**config.mk**
```make
export PLATFORM = sky130hd
export DESIGN_NAME = mult_acc_32
export DESIGN_NICKNAME = d
export VERILOG_FILES = /design/src/rtl/mult_acc_32.sv
export SDC_FILE = /design/constraint.sdc
export NUM_CORES = 1
export LEC_CHECK = 0
export ABC_AREA = 1
export CORE_ASPECT_RATIO = 1.2
export CORE_MARGIN = 2
export CORE_UTILIZATION = 50
export DETAILED_ROUTE_END_ITERATION = 10
export GPL_TIMING_DRIVEN = 1
export PLACE_DENSITY = 0.78
export RECOVER_POWER = 50
export SLEW_MARGIN = 20
export SYNTH_ARGS = -nofsm -noshare
export SYNTH_HDL_FRONTEND = slang
export SYNTH_SLANG_ARGS = --single-unit
```
**constraint.sdc**
```tcl
create_clock -name sys_clk -period 6.6 [get_ports sys_clk]
set_input_delay 0.99 -clock sys_clk [delete_from_list [all_inputs] [get_ports sys_clk]]
set_output_delay 0.99 -clock sys_clk [all_outputs]
set_load 0.01 [all_outputs]
```
**src/rtl/mult_acc_32.sv**
```systemverilog
// Result stage for the 16x16 signed multiplier: accumulates 32-bit products into a
// wide signed accumulator and presents sum/count/overflow on a valid/ready port.
module mult_acc_32 #(
  parameter int unsigned ACC_W  = 40,
  parameter int unsigned CNT_W  = 8,
  parameter bit          SAT_EN = 1'b1
) (
  input  logic             sys_clk,
  input  logic             sys_rst,
  input  logic             prod_valid,
  input  logic [31:0]      prod,
  output logic             prod_ready,
  input  logic             acc_clr,
  input  logic             acc_dump,
  output logic             res_valid,
  input  logic             res_ready,
  output logic [ACC_W-1:0] res_data,
  output logic [CNT_W-1:0] res_cnt,
  output logic             res_ovf
);

  localparam logic [ACC_W-1:0] ACC_MAX = {1'b0, {(ACC_W-1){1'b1}}};
  localparam logic [ACC_W-1:0] ACC_MIN = {1'b1, {(ACC_W-1){1'b0}}};

  typedef enum logic [1:0] {IDLE, ACC, HOLD} state_t;

  state_t           state_q, state_d;
  logic [ACC_W-1:0] acc_q, acc_d;
  logic [CNT_W-1:0] cnt_q, cnt_d;
  logic             ovf_q, ovf_d;
  logic             prod_ready_d, res_valid_d, res_ovf_d;
  logic [ACC_W-1:0] res_data_d;
  logic [CNT_W-1:0] res_cnt_d;

  logic [ACC_W-1:0] prod_ext;
  logic [ACC_W-1:0] acc_base, sum;
  logic [CNT_W-1:0] cnt_base;
  logic             ovf_base, accept, sum_ovf;

  assign prod_ext = ACC_W'($signed(prod));

  // State and result registers
  always_ff @(posedge sys_clk) begin
    if (sys_rst) begin
      state_q    <= IDLE;
      acc_q      <= '0;
      cnt_q      <= '0;
      ovf_q      <= 1'b0;
      prod_ready <= 1'b1;
      res_valid  <= 1'b0;
      res_data   <= '0;
      res_cnt    <= '0;
      res_ovf    <= 1'b0;
    end else begin
      state_q    <= state_d;
      acc_q      <= acc_d;
      cnt_q      <= cnt_d;
      ovf_q      <= ovf_d;
      prod_ready <= prod_ready_d;
      res_valid  <= res_valid_d;
      res_data   <= res_data_d;
      res_cnt    <= res_cnt_d;
      res_ovf    <= res_ovf_d;
    end
  end

  // Next-state, accumulate and result capture
  always_comb begin
    state_d      = state_q;
    acc_d        = acc_q;
    cnt_d        = cnt_q;
    ovf_d        = ovf_q;
    res_valid_d  = res_valid;
    res_data_d   = res_data;
    res_cnt_d    = res_cnt;
    res_ovf_d    = res_ovf;
    accept       = 1'b0;
    acc_base     = acc_q;
    cnt_base     = cnt_q;
    ovf_base     = ovf_q;
    sum          = '0;
    sum_ovf      = 1'b0;

    case (state_q)
      IDLE, ACC: begin
        accept   = prod_valid & prod_ready;
        // Clear takes effect before any same-cycle product or dump
        acc_base = acc_clr ? '0 : acc_q;
        cnt_base = acc_clr ? '0 : cnt_q;
        ovf_base = acc_clr ? 1'b0 : ovf_q;
        sum      = acc_base + prod_ext;
        sum_ovf  = (acc_base[ACC_W-1] == prod_ext[ACC_W-1]) &&
                   (sum[ACC_W-1] != acc_base[ACC_W-1]);
        acc_d    = acc_base;
        cnt_d    = cnt_base;
        ovf_d    = ovf_base;
        state_d  = acc_clr ? IDLE : state_q;
        if (accept) begin
          state_d = ACC;
          cnt_d   = (&cnt_base) ? cnt_base : cnt_base + CNT_W'(1);
          acc_d   = sum;
          if (sum_ovf) begin
            ovf_d = 1'b1;
            if (SAT_EN) acc_d = prod_ext[ACC_W-1] ? ACC_MIN : ACC_MAX;
          end
        end
        if (acc_dump) begin
          state_d     = HOLD;
          res_valid_d = 1'b1;
          res_data_d  = acc_d;
          res_cnt_d   = cnt_d;
          res_ovf_d   = ovf_d;
        end
      end
      HOLD: begin
        if (res_ready) begin
          state_d     = IDLE;
          res_valid_d = 1'b0;
          acc_d       = '0;
          cnt_d       = '0;
          ovf_d       = 1'b0;
        end
      end
      default: state_d = IDLE;
    endcase

    prod_ready_d = (state_d != HOLD);
  end

endmodule
```
==> results.tsv <==
metric	value	unit
crit_slowest_cell	buf_4	
fin_skew	0.00882	ns
violations	max-capacitance violations, max-slew violations	
whs	0.464	ns
coreArea	14900	sq um
syn_inst	1278	
pre_cts_slack	1.03	ns
synth_area	7540	sq um
min_delay_path_depth	2	
seq_area	2040	sq um
yosysWarningCount	0	
irDropWorstVdd	225	uV
first_iter_violations	540	
layout-drive-gt1-share	3.28	%
nNetsFinal	1416	
finalWorstSetupSlack	1.25	ns
rrSetupSlack	2.04	ns
synth.distinct_cells	41	
cts_buffer_depth	2	
synth_edf_count	0	
min_path_type	reg2reg	
hold_buffers	0	
cp.required	6.89	ns
r2r_start	acc_q[2]	
vias	8099	
outcome	finished with violations	
hpwl	16400	um
setup_viol	0	
period_minus_slack	5.35	ns
min-delay-start	acc_q[26]	
io_pins	89	
synthFlopType	dfxtp_1	
area_growth	17.1	%
grt_remaining_overflow	0	
worstMarginPinSlew	2.29	ns
critPathMaxStageDelay	0.52	ns
yosys-top-cells-area	dfxtp_1, nand2_1, inv_1	
grt_pass1_vias	7739	
initial_utilization	50.6	%
powerDensity	195	nW/um^2
root_buffer	clkbuf_16	
drt-total-wl	22000	um
post_dp_cell_area	8530	sq um
path_max_fanout	65	
fillers	1507	
post_cts_resized	0	
drtPass1Iterations	5	
crit_path_cell_trace	buf_2 > buf_4 > nor2_1 > ha_1 > nand2_1 > inv_1 > a21oi_1 > nor2_1 > nor2_1 > nand2_1 > nand2_1 > nand2_1 > a31o_2 > fa_1 > or2_1 > nand3_2 > nor2_1 > nor2_2 > buf_4 > o21ai_0 > o21ai_0 > or2_1 > a21oi_1	
num_rows	49	
crit_path_start	acc_clr	
fp.dieW	116	um
grt_max_degree	66	
avgSynthCellArea	5.90	sq um
yosysTopAreaCellShare	27.1	%
setup.worst_path.start_class	primary input	
routed_via_density	5.24	
die_h	138	um
p_leak	4.33	nW
reg2reg_depth	23	
max_freq	187	MHz
diodes	0	
tns	0	ns
drcViolationCount	0	
clk_latency	0.37	ns
dieArea	16100	sq um
htree_levels	3	
grt_usage	28.2	%
drv_cap	2	
yosysSeqAreaShare	27.1	%
relSlewSlack	-52.4	%
wl_per_cell	14.2	um
fin_total_pwr	1.72	mW
multi_input_area	4620	sq um
portBuffers	88	
hold_viol	0	
arrival	5.64	ns
async_flop_share	0	%
place.gp.congestion	0.985	
numCtsBuffers	9	
grt_pass1_wl	36200	um
cts_tree	yes	
cts.sinks	102	
cp-end-kind	flop	
postCtsSetupRepairBufs	0	
synth_fp_nets	1358	
clkSlewWorstSetupHoldPaths	0.07	ns
critical_path_class	in2reg	
ys_seq_elements	102	
synth_area_leader_cell	dfxtp_1	
rsz0062_at_grt	no	
fin_crit_sh	81.0	%
drtAntennaViolNets	0	
slew_violations	103	
antenna_found_initial	0	
final_area	8820	sq um
[layer usage]
layer / track usage, % / wire (um) / vias to the layer above / part of all wire, %
met3: 3.81 / 1120 / 72 / 5.1
li1: - / - / 4181 / -
met5: 0 / 0 / - / 0
met2: 48.8 / 10700 / 261 / 49
met1: 32.8 / 9060 / 3585 / 41
met4: 15.9 / 1110 / 0 / 5.0
[through the flow]
step | std cells | util (%)
after floorplan | 1278 | -
after global placement | 1529 | 57.3
after detailed placement | 1529 | 57.3
after CTS | 1545 | 59.3
after global routing | 1545 | 59.2
final | 1545 | 59.2
[sequential cells by signal (all words and copies together) (netlist names)]
| signal | cells |
|---|---|
| ovf_q | 1 |
| prod_ready | 1 |
| acc_q | 40 |
| state_q | 2 |
| res_data | 40 |
| res_cnt | 8 |
| res_valid | 1 |
| res_ovf | 1 |
| cnt_q | 8 |
[layout make-up]
cell class	count	share of cell area (%)
clock inverters	7	0.879
clock buffers	9	2.55
well taps	204	2.89
multi-input cells	946	52.3
inverters	180	7.66
repair buffers	97	10.5
flip-flops and latches	102	23.1
[cell usage after synthesis (3+ instances only)]
cell type  instances
nand2_1          374
inv_1            177
nor2_1           137
a21oi_1          122
dfxtp_1          102
o21ai_0           96
nand3_1           87
ha_1              40
clkbuf_1          39
o21ai_1           15
xnor2_1           11
nor3_1            10
or2_1              7
or2_2              6
xor2_1             6
buf_1              4
nand3b_1           4
a22oi_1            3
buf_2              3
buf_4              3
inv_2              3
o21bai_1           3
o22ai_1            3
[worst paths after layout]
kind                                  end
worst max-delay path             acc_q[6]
worst min-delay path            acc_q[26]
worst max register to register   acc_q[6]
worst min register to register  acc_q[26]
[logic make-up (layout without fill, tap and decap cells)]
family / after synthesis / after routing / share of synthesized area (%)
multiplexers: 1 / 1 / 0.149
adder cells (fa/ha/maj): 42 / 42 / 7.17
AO/OA/AOI/OAI: 250 / 250 / 17.2
flip-flops: 102 / 102 / 27.1
AND/OR/NAND/NOR: 635 / 635 / 34.4
buffers and inverters: 230 / 293 / 11.8
XOR/XNOR: 18 / 18 / 2.19
[cells in the final DEF (no fill, tap or decap), types with 2 or more instances in the layout]
cell             instances
dfxtp_1                102
o21ai_0                 96
nor2_1                 137
nand2_1                375
a21oi_1                121
fa_1                     2
nand3b_1                 4
clkbuf_1                 2
inv_2                    3
o22ai_1                  3
nand3_2                  2
or2_2                    6
nand3_1                 87
clkbuf_16                9
xor2_1                   6
buf_2                    2
or2_1                    7
nor4_1                   2
inv_1                  177
clkdlybuf4s50_1         33
o21bai_1                 3
buf_4                    7
a21o_1                   2
inv_8                    2
dlygate4sd3_1           53
xnor2_1                 11
ha_1                    40
o21ai_1                 15
nor3_1                  10
a22oi_1                  3
clkinv_8                 2
a31o_2                   2
[critical path, delay by kind of cell]
family / cells / cell delay [ns]
AND/OR/NAND/NOR: 12 / 1.95
AO/OA/AOI/OAI: 5 / 0.83
adder cells (fa/ha/maj): 2 / 0.86
buffers and inverters: 4 / 0.96
[where the power goes]
group	internal, mW	switching (mW)	total (mW)	leakage [nW]
Combinational	0.182	0.306	0.488	3.34
Clock	0.269	0.271	0.540	0.149
Sequential	0.665	0.0248	0.690	0.841
No activity file was read; power rests on OpenSTA's default activity.
